### src/rtl/lpc_port_capture.sv
// lpc_port_capture: passive LPC I/O-write snooper for one port.
// Captured bytes queue in a FIFO and are handed to the uart one at a time.
module lpc_port_capture #(
  parameter logic [15:0] PORT_ADDR       = 16'h03F8,
  parameter int          FIFO_DEPTH_LOG2 = 4
) (
  input  logic                     clk,
  input  logic                     rst,
  input  logic [3:0]               lad,
  input  logic                     lframe_n,
  input  logic                     uart_busy,
  output logic [7:0]               data,
  output logic                     data_valid,
  output logic                     overflow,
  output logic [FIFO_DEPTH_LOG2:0] fifo_level
);

  localparam int N     = FIFO_DEPTH_LOG2;
  localparam int DEPTH = 1 << N;

  typedef enum logic [2:0] {
    L_IDLE,
    L_CYC,
    L_A3,
    L_A2,
    L_A1,
    L_A0,
    L_D0,
    L_D1
  } lpc_st_t;

  typedef enum logic [1:0] {
    S_IDLE,
    S_PULSE,
    S_WAIT_HI,
    S_WAIT_LO
  } snd_st_t;

  lpc_st_t l_st;
  lpc_st_t l_nxt;
  logic [15:0] addr_q;
  logic [15:0] addr_d;
  logic [3:0]  dlo_q;
  logic [3:0]  dlo_d;
  logic        cap_req;
  logic [7:0]  cap_byte;

  snd_st_t s_st;
  snd_st_t s_nxt;
  logic    load;
  logic    pop;

  logic [7:0] mem [DEPTH];
  logic [N:0] wr_ptr;
  logic [N:0] rd_ptr;
  logic       empty;
  logic       full;
  logic       push_ok;
  logic       drop;
  logic [7:0] head;

  // LPC decode: a low LFRAME# always restarts or kills the cycle
  always_comb begin
    l_nxt    = l_st;
    addr_d   = addr_q;
    dlo_d    = dlo_q;
    cap_req  = 1'b0;
    cap_byte = {lad, dlo_q};
    if (!lframe_n) begin
      if (lad == 4'b0000) begin
        l_nxt = L_CYC;
      end else begin
        l_nxt = L_IDLE;
      end
    end else begin
      unique case (l_st)
        L_IDLE: l_nxt = L_IDLE;
        L_CYC: begin
          if (lad == 4'b0010) begin
            l_nxt = L_A3;
          end else begin
            l_nxt = L_IDLE;
          end
        end
        L_A3: begin
          addr_d = {addr_q[11:0], lad};
          l_nxt  = L_A2;
        end
        L_A2: begin
          addr_d = {addr_q[11:0], lad};
          l_nxt  = L_A1;
        end
        L_A1: begin
          addr_d = {addr_q[11:0], lad};
          l_nxt  = L_A0;
        end
        L_A0: begin
          addr_d = {addr_q[11:0], lad};
          l_nxt  = L_D0;
        end
        L_D0: begin
          dlo_d = lad;
          l_nxt = L_D1;
        end
        L_D1: begin
          cap_req = (addr_q == PORT_ADDR);
          l_nxt   = L_IDLE;
        end
        default: l_nxt = L_IDLE;
      endcase
    end
  end

  // LPC decoder state and shift registers
  always_ff @(posedge clk) begin
    if (rst) begin
      l_st   <= L_IDLE;
      addr_q <= '0;
      dlo_q  <= '0;
    end else begin
      l_st   <= l_nxt;
      addr_q <= addr_d;
      dlo_q  <= dlo_d;
    end
  end

  assign empty = (wr_ptr == rd_ptr);
  assign full  = (wr_ptr[N] != rd_ptr[N]) &&
                 (wr_ptr[N-1:0] == rd_ptr[N-1:0]);

  // A pop on the same edge frees the slot, so a full push still lands
  assign push_ok = cap_req && (!full || pop);
  assign drop    = cap_req && full && !pop;

  assign head       = mem[rd_ptr[N-1:0]];
  assign fifo_level = wr_ptr - rd_ptr;

  // FIFO storage; contents need no reset
  always_ff @(posedge clk) begin
    if (push_ok) begin
      mem[wr_ptr[N-1:0]] <= cap_byte;
    end
  end

  // FIFO pointers and sticky overflow flag
  always_ff @(posedge clk) begin
    if (rst) begin
      wr_ptr   <= '0;
      rd_ptr   <= '0;
      overflow <= 1'b0;
    end else begin
      if (push_ok) begin
        wr_ptr <= wr_ptr + 1'b1;
      end
      if (pop) begin
        rd_ptr <= rd_ptr + 1'b1;
      end
      if (drop) begin
        overflow <= 1'b1;
      end
    end
  end

  // Send handshake: pulse, wait busy high, wait busy low, then pop
  always_comb begin
    s_nxt = s_st;
    load  = 1'b0;
    pop   = 1'b0;
    unique case (s_st)
      S_IDLE: begin
        if (!empty && !uart_busy) begin
          s_nxt = S_PULSE;
          load  = 1'b1;
        end
      end
      S_PULSE: s_nxt = S_WAIT_HI;
      S_WAIT_HI: begin
        if (uart_busy) begin
          s_nxt = S_WAIT_LO;
        end
      end
      S_WAIT_LO: begin
        if (!uart_busy) begin
          s_nxt = S_IDLE;
          pop   = 1'b1;
        end
      end
      default: s_nxt = S_IDLE;
    endcase
  end

  // Send state; data only changes on a new load so uart sees it stable
  always_ff @(posedge clk) begin
    if (rst) begin
      s_st       <= S_IDLE;
      data       <= '0;
      data_valid <= 1'b0;
    end else begin
      s_st       <= s_nxt;
      data_valid <= load;
      if (load) begin
        data <= head;
      end
    end
  end

endmodule

### config.mk
export PLATFORM = sky130hd
export DESIGN_NAME = lpc_port_capture
export DESIGN_NICKNAME = d
export VERILOG_FILES = /design/src/rtl/lpc_port_capture.sv
export SDC_FILE = /design/constraint.sdc
export NUM_CORES = 1
export LEC_CHECK = 0
export BUFFER_PORTS_ARGS = -buffer_cell sky130_fd_sc_hd__buf_2
export CAP_MARGIN = 25
export CORE_ASPECT_RATIO = 0.8
export CORE_MARGIN = 4
export CORE_UTILIZATION = 40
export CTS_CLUSTER_SIZE = 40
export DETAILED_ROUTE_END_ITERATION = 16
export SLEW_MARGIN = 20
export SYNTH_ARGS = -nofsm -noshare
export SYNTH_HDL_FRONTEND = slang
export SYNTH_SLANG_ARGS = --single-unit
### constraint.sdc
create_clock -name clk -period 3 [get_ports clk]
set_input_delay 0 -clock clk [delete_from_list [all_inputs] [get_ports clk]]
set_output_delay 0 -clock clk [all_outputs]
set_load 0.005 [all_outputs]
==> results.md, run 1 <==
## Outcome
- run status: complete, no violations

## Clock tree
- count of clock tree sinks: 173
- CTS Buf Count: 17
- CTS root buffer: sky130_fd_sc_hd__clkbuf_16
- Worst-Skew Late Latency: 0.42 ns
- Clock Pin Slew Worst Setup and Hold Paths: 0.06 ns
- post-CTS resize count: 0
- post-CTS setup buffer count: 0
- number of H-tree branching levels: 4
- Hold Buf Count CTS: 2
- clock tree from TritonCTS: built
- Clock Path Buffers: 2

## Global route
- maximum number of pins on one net before global-route repair: 38
- overall fraction of global-route tracks in use: 17.0%
- total congestion overflow: 0
- antenna violations before repair: 0
- global-route wire length before repair: 25300 um
- vias in the first global route: 4297

## Layout
- diodes inserted: 0
- ratio of cells with drive above 1 in the final layout: 16.5%
- area delta synth->final: 14.7%
- fill cell total of the finished layout: 1497
- number of nets in the final layout: 563

## Timing
- number of slew-limit violations in the final report: 0
- final setup vio count: 0
- Worst Max-Slew Pin Slew: 0.782 ns
- Final Cycle Share: 82.4%
- headroom to the max-slew limit: 47.8%
- post-layout min period: 2.47 ns
- Fin Setup TNS: 0 ns
- maximum achievable frequency: 405 MHz
- Final Hold Vio Count: 0
- RSZ-0062 raised after global routing: no
- Worst Skew: 0.0107 ns

## Critical path
- required time of the worst setup path: 3.07 ns
- launch point of the worst path: rd_ptr[3]$_SDFFE_PP0P_
- CP endpoint kind: flip-flop
- worst reg-to-reg path cell count: 7
- critical path launch point type: flip-flop
- worst reg2reg startpoint: rd_ptr[3]$_SDFFE_PP0P_
- worst reg2reg path endpoint: mem[3][6]$_DFFE_PP_
- R2R Setup Slk: 0.53 ns
- data arrival time at the worst-slack endpoint: 2.54 ns
- largest driver fanout on the critical path: 15
- crit path kind: flip-flop to flip-flop

## Floorplanning
- number of ports placed on the die boundary: 23
- Starting Density: 41.0%
- # rows: 43
- core outline area: 17500 sq um
- height of the die: 128 um
- die footprint: 20200 sq um
- width of the die: 158 um

## Hold path
- Worst Hold Depth: 3
- end point of the most critical hold path: addr_q[3]$_SDFFE_PP0P_
- kind of path behind the tightest hold check: primary input to flip-flop
- worst min-delay path startpoint: lad[3]

## Place
- Detailed Place HPWL: 11000 um
- placer congestion estimate: 0.864
- port bufs: 22

## Synthesis
- flip-flop and latch count after synthesis: 173
- number of synthesized flops with an enable pin: 128
- post-synthesis cell type with the largest combined area: sky130_fd_sc_hd__edfxtp_1
- post-synthesis cell area: 7170 sq um
- cell types with the largest area share after synthesis: sky130_fd_sc_hd__edfxtp_1 54%, sky130_fd_sc_hd__dfxtp_1 13%, sky130_fd_sc_hd__mux4_2 5.3%
- prevailing post-synth register cell: sky130_fd_sc_hd__edfxtp_1
- sequential-to-total area share from yosys stat: 66.1%
- async set-or-reset flop fraction in the synthesized netlist: 0%
- top post-synthesis cells by count: 128 x sky130_fd_sc_hd__edfxtp_1, 45 x sky130_fd_sc_hd__dfxtp_1, 41 x sky130_fd_sc_hd__nand2_1
- post-synthesis instance total: 510
- Avg Inst Size Synth: 14.1 sq um
- proportion of netlist area held by the largest area contributor: 53.6%
- leading cell type by number of instances after synthesis: sky130_fd_sc_hd__edfxtp_1
- warnings from Yosys: 0
- distinct cell type count of the synthesized netlist: 54
- number of nets in the synthesized netlist: 534

## Power and ir drop
- peak supply drop: 354 uV
- Power, Total: 5.04 mW
- static leakage: 2.88 nW
- power per cell area: 613 nW/um^2

## Detailed routing
- DRC marker count from the first detailed-route iteration: 383
- total DRC errors in the routed layout: 0
- number of nets still failing antenna checks after routing: 0
- Pre-antenna DRT Iters: 4
- routed via count: 4349
- vias per cell: 5.60
- DRT Wirelength: 16200 um
- routed length per instance: 20.9 um

## Run
- count of max-cap constraint violations: 0

-- layout make-up --
cell class / instances / area (sq um) / area share [%]
Tap cell: 225 / 282 / 3.42
Clock buffer: 17 / 425 / 5.17
Inverter: 14 / 52.6 / 0.639
Clock inverter: 15 / 216 / 2.63
Timing Repair Buffer: 36 / 220 / 2.68
Sequential cell: 173 / 4750 / 57.7
Multi-Input combinational cell: 297 / 2290 / 27.8
-- worst max-delay path: stages, from the launching register on --
cell	delay, ns
sky130_fd_sc_hd__dfxtp_1	0.59
sky130_fd_sc_hd__inv_1	0.14
sky130_fd_sc_hd__ha_1	0.35
sky130_fd_sc_hd__nand4_1	0.14
sky130_fd_sc_hd__nor3_2	0.08
sky130_fd_sc_hd__nor3_1	0.14
sky130_fd_sc_hd__buf_4	0.23
sky130_fd_sc_hd__and3_1	0.44
-- metrics by stage --
| stage | instances | setup slack (ns) | area, sq um | hold slack [ns] | utilization (%) |
|---|---|---|---|---|---|
| CTS | 777 | 0.533 | 8230 | 0.0373 | 47.1 |
| detailed placement | 743 | 0.550 | 7570 | 0.345 | 43.3 |
| global route | 777 | 0.336 | 8230 | 0.0611 | 47.1 |
| finish | 777 | 0.529 | 8230 | 0.0573 | 47.1 |
| floorplan | 510 | 0.0325 | 7180 | 0.0989 | - |
| global placement | 743 | 0.601 | 7570 | 0.334 | 43.3 |
-- where the power goes --
part | internal, mW | switching (mW) | total [mW]
Combinational | 0.0337 | 0.0723 | 0.106
Clock | 1.47 | 0.902 | 2.38
Sequential | 2.55 | 0.00641 | 2.56
-- kinds of logic (layout without fill, tap and decap cells) --
| group | Yosys count | count (layout) | share of synthesized area, % |
|---|---|---|---|
| DFF | 173 | 173 | 66.1 |
| xor gates and xnor gates | 8 | 8 | 0.977 |
| AOI/OAI and AO/OA | 78 | 78 | 6.73 |
| and+or+nand+nor | 140 | 140 | 10.4 |
| adders and majority gates | 16 | 16 | 2.90 |
| buffers and inverters | 40 | 82 | 2.15 |
| muxes | 55 | 55 | 10.7 |
-- flip-flops by register name, indices dropped and copies added (netlist names) --
| signal | count |
|---|---|
| addr_q | 16 |
| data | 8 |
| data_valid | 1 |
| dlo_q | 4 |
| l_st | 3 |
| mem | 128 |
| overflow | 1 |
| rd_ptr | 5 |
| s_st | 2 |
| wr_ptr | 5 |
-- routing by layer --
layer	vias up	track usage, %	share of wire, %
met5	-	0	0
met4	0	5.06	1.0
met3	15	4.08	6.3
met2	124	25.9	47
met1	2195	24.4	46
li1	2015	-	-
-- worst max path at each step --
stage / end / slack, ns
2_1_floorplan: mem[15][0]$_DFFE_PP_ / 0.03
3_3_place_gp: mem[7][6]$_DFFE_PP_ / 0.60
3_5_place_dp: mem[3][6]$_DFFE_PP_ / 0.55
4_1_cts: mem[13][3]$_DFFE_PP_ / 0.53
5_1_grt: mem[3][6]$_DFFE_PP_ / 0.34
6_report: mem[3][6]$_DFFE_PP_ / 0.53
-- placed cells by master (no fill, tap or decap), types with 2 or more instances in the layout --
| cell | synthesis | routed |
|---|---|---|
| sky130_fd_sc_hd__a21o_1 | 2 | 2 |
| sky130_fd_sc_hd__a21oi_1 | 25 | 25 |
| sky130_fd_sc_hd__a22oi_1 | 7 | 7 |
| sky130_fd_sc_hd__a31oi_1 | 9 | 9 |
| sky130_fd_sc_hd__and2_1 | 3 | 3 |
| sky130_fd_sc_hd__and3_1 | 17 | 17 |
| sky130_fd_sc_hd__and4_1 | 2 | 2 |
| sky130_fd_sc_hd__buf_2 | 2 | 22 |
| sky130_fd_sc_hd__buf_4 | 0 | 12 |
| sky130_fd_sc_hd__bufinv_16 | 0 | 5 |
| sky130_fd_sc_hd__clkbuf_16 | 0 | 17 |
| sky130_fd_sc_hd__clkinv_1 | 0 | 2 |
| sky130_fd_sc_hd__clkinvlp_4 | 0 | 3 |
| sky130_fd_sc_hd__dfxtp_1 | 45 | 44 |
| sky130_fd_sc_hd__dlygate4sd3_1 | 0 | 2 |
| sky130_fd_sc_hd__edfxtp_1 | 128 | 128 |
| sky130_fd_sc_hd__ha_1 | 15 | 15 |
| sky130_fd_sc_hd__inv_1 | 14 | 14 |
| sky130_fd_sc_hd__inv_6 | 0 | 3 |
| sky130_fd_sc_hd__mux2i_1 | 36 | 36 |
| sky130_fd_sc_hd__mux4_2 | 17 | 17 |
| sky130_fd_sc_hd__nand2_1 | 41 | 41 |
| sky130_fd_sc_hd__nand2b_1 | 3 | 3 |
| sky130_fd_sc_hd__nand3_1 | 5 | 5 |
| sky130_fd_sc_hd__nand3b_1 | 3 | 3 |
| sky130_fd_sc_hd__nand4_1 | 8 | 8 |
| sky130_fd_sc_hd__nand4b_1 | 2 | 2 |
| sky130_fd_sc_hd__nor2_1 | 28 | 28 |
| sky130_fd_sc_hd__nor2b_1 | 7 | 7 |
| sky130_fd_sc_hd__nor3_1 | 4 | 3 |
| sky130_fd_sc_hd__nor3b_1 | 3 | 3 |
| sky130_fd_sc_hd__nor4_1 | 3 | 2 |
| sky130_fd_sc_hd__nor4_2 | 1 | 2 |
| sky130_fd_sc_hd__o211ai_1 | 2 | 2 |
| sky130_fd_sc_hd__o21ai_0 | 8 | 8 |
| sky130_fd_sc_hd__o22ai_1 | 15 | 15 |
| sky130_fd_sc_hd__o31ai_1 | 3 | 3 |
| sky130_fd_sc_hd__or4_1 | 2 | 2 |
| sky130_fd_sc_hd__xnor2_1 | 7 | 7 |
No activity file was read; power rests on OpenSTA's default activity.
==> run 2, diff against run 1 <==
clock period = 2.6 ns   (was 3 ns; I/O delays follow)
==> results.md, run 2 (synthesis gave the netlist of run 1 again) <==
## Outcome
- run status: complete, no violations

## Floorplanning
- number of ports placed on the die boundary: 23
- # rows: 43
- height of the die: 128 um
- Starting Density: 41.0%
- core outline area: 17500 sq um
- width of the die: 158 um
- die footprint: 20200 sq um

## Critical path
- required time of the worst setup path: 2.68 ns
- critical path launch point type: flip-flop
- CP endpoint kind: flip-flop
- worst reg2reg path endpoint: mem[11][2]$_DFFE_PP_
- largest driver fanout on the critical path: 15
- data arrival time at the worst-slack endpoint: 2.51 ns
- worst reg2reg startpoint: l_st[2]$_SDFF_PP0_
- R2R Setup Slk: 0.17 ns
- worst reg-to-reg path cell count: 5
- crit path kind: flip-flop to flip-flop

## Power and ir drop
- peak supply drop: 385 uV
- static leakage: 2.86 nW
- power per cell area: 662 nW/um^2

## Layout
- flip-flop count of the largest register, all copies and words added: 128
- Post-Layout Inst Area: 8120 sq um
- diodes inserted: 0
- top library cells by usage in the layout, fill and taps aside: 128 x sky130_fd_sc_hd__edfxtp_1, 44 x sky130_fd_sc_hd__dfxtp_1, 41 x sky130_fd_sc_hd__nand2_1, 36 x sky130_fd_sc_hd__mux2i_1, 28 x sky130_fd_sc_hd__nor2_1
- number of nets in the final layout: 563
- most common cell after layout, fill and taps aside: sky130_fd_sc_hd__edfxtp_1
- ratio of cells with drive above 1 in the final layout: 16.5%
- Util after Layout: 46.4%
- area delta synth->final: 13.2%
- fill cell total of the finished layout: 1498

## Timing
- headroom to the max-slew limit: 42.8%
- number of slew-limit violations in the final report: 0
- Final Hold Vio Count: 0
- maximum achievable frequency: 411 MHz
- final setup vio count: 0
- Final Cycle Share: 93.6%
- Fin Setup TNS: 0 ns
- Worst Skew: 0.00967 ns
- RSZ-0062 raised after global routing: no
- Worst Max-Slew Pin Slew: 0.857 ns
- post-layout min period: 2.43 ns

## Clock tree
- CTS Buf Count: 17
- count of clock tree sinks: 173
- number of H-tree branching levels: 4
- Clock Pin Slew Worst Setup and Hold Paths: 0.06 ns
- post-CTS resize count: 0
- CTS root buffer: sky130_fd_sc_hd__clkbuf_16
- Clock Path Buffers: 2
- Worst-Skew Late Latency: 0.43 ns
- clock tree from TritonCTS: built

## Detailed routing
- DRT Wirelength: 16700 um
- total DRC errors in the routed layout: 0
- routed length per instance: 21.5 um
- routed via count: 4352
- number of nets still failing antenna checks after routing: 0
- DRC marker count from the first detailed-route iteration: 309
- vias per cell: 5.60
- Pre-antenna DRT Iters: 5

## Global route
- antenna violations before repair: 0
- overall fraction of global-route tracks in use: 17.2%
- global-route wire length before repair: 25500 um
- vias in the first global route: 4293
- total congestion overflow: 0
- maximum number of pins on one net before global-route repair: 38

## Hold path
- worst min-delay path startpoint: lad[0]
- kind of path behind the tightest hold check: primary input to flip-flop
- Worst Hold Depth: 3
- end point of the most critical hold path: addr_q[0]$_SDFFE_PP0P_

## Place
- port bufs: 22
- Detailed Place HPWL: 11300 um
- instance area at placement: 7570 sq um
- placer congestion estimate: 0.821

## Run
- count of max-cap constraint violations: 0

run 2: cell types whose count changed in the layout (fill, tap and decap cells not counted), sizes merged:
cell | before | now
bufinv | 5 | 0
clkbuf | 17 | 20
clkinv | 3 | 6
clkinvlp | 4 | 1
inv | 17 | 19
run 2: how the worst max path moves through the flow:
| stage | endpoint | slack, ns | start |
|---|---|---|---|
| after floorplan | mem[11][0]$_DFFE_PP_ | 0.02 | rd_ptr[2]$_SDFFE_PP0P_ |
| after global placement | mem[1][6]$_DFFE_PP_ | 0.26 | l_st[2]$_SDFF_PP0_ |
| after detailed placement | mem[11][0]$_DFFE_PP_ | 0.18 | l_st[2]$_SDFF_PP0_ |
| after CTS | mem[11][5]$_DFFE_PP_ | 0.17 | l_st[2]$_SDFF_PP0_ |
| after global routing | mem[11][6]$_DFFE_PP_ | 0.006 | l_st[2]$_SDFF_PP0_ |
| final | mem[11][2]$_DFFE_PP_ | 0.17 | l_st[2]$_SDFF_PP0_ |
run 2: final cells by class:
type | instances | area, sq um | share of cell area (%)
clock buffers | 20 | 468 | 5.76
clock inverters | 12 | 66.3 | 0.817
inverters | 14 | 52.6 | 0.647
multi-input cells | 297 | 2290 | 28.2
flip-flops and latches | 173 | 4750 | 58.4
well taps | 225 | 282 | 3.47
repair buffers | 36 | 220 | 2.71
run 2: per-layer routing:
layer	share of wire (%)	routed length (um)	vias up	global-route usage [%]
met5	0	0	-	0
li1	-	-	2004	-
met1	47	7870	2163	25.1
met3	7.4	1230	25	5.33
met4	1.7	289	0	5.67
met2	44	7350	160	24.6
run 2: report_power, final:
part	switching (mW)	leakage (nW)	internal [mW]	total, mW
registers	0.00832	1.68	2.95	2.96
logic	0.0835	0.900	0.0390	0.122
clock network	1.01	0.277	1.29	2.30
total	1.10	2.86	4.28	5.38
run 2: worst max-delay path, stage by stage, from the launching register on:
cell and delay (ns):
sky130_fd_sc_hd__dfxtp_1 0.46, sky130_fd_sc_hd__nand4_1 0.15, sky130_fd_sc_hd__or4_1 0.58, sky130_fd_sc_hd__nor3_1 0.21
sky130_fd_sc_hd__buf_4 0.25, sky130_fd_sc_hd__and3_1 0.43
run 2: timing repair:
item	4_1_cts	5_1_grt
hold endpoints to repair	4	0
hold buffers	2	0
buffers inserted	0	0
run 2: metrics by stage:
step / std cells / setup slack, ns / hold WS [ns] / total power [mW]
finish: 777 / 0.166 / 0.0345 / 5.38
global route: 777 / 0.00646 / 0.0498 / 5.54
CTS: 777 / 0.168 / 0.0262 / 5.42
detailed placement: 743 / 0.176 / 0.351 / 3.13
global placement: 743 / 0.256 / 0.348 / 3.13
floorplan: 510 / 0.0202 / 0.0989 / 3.08
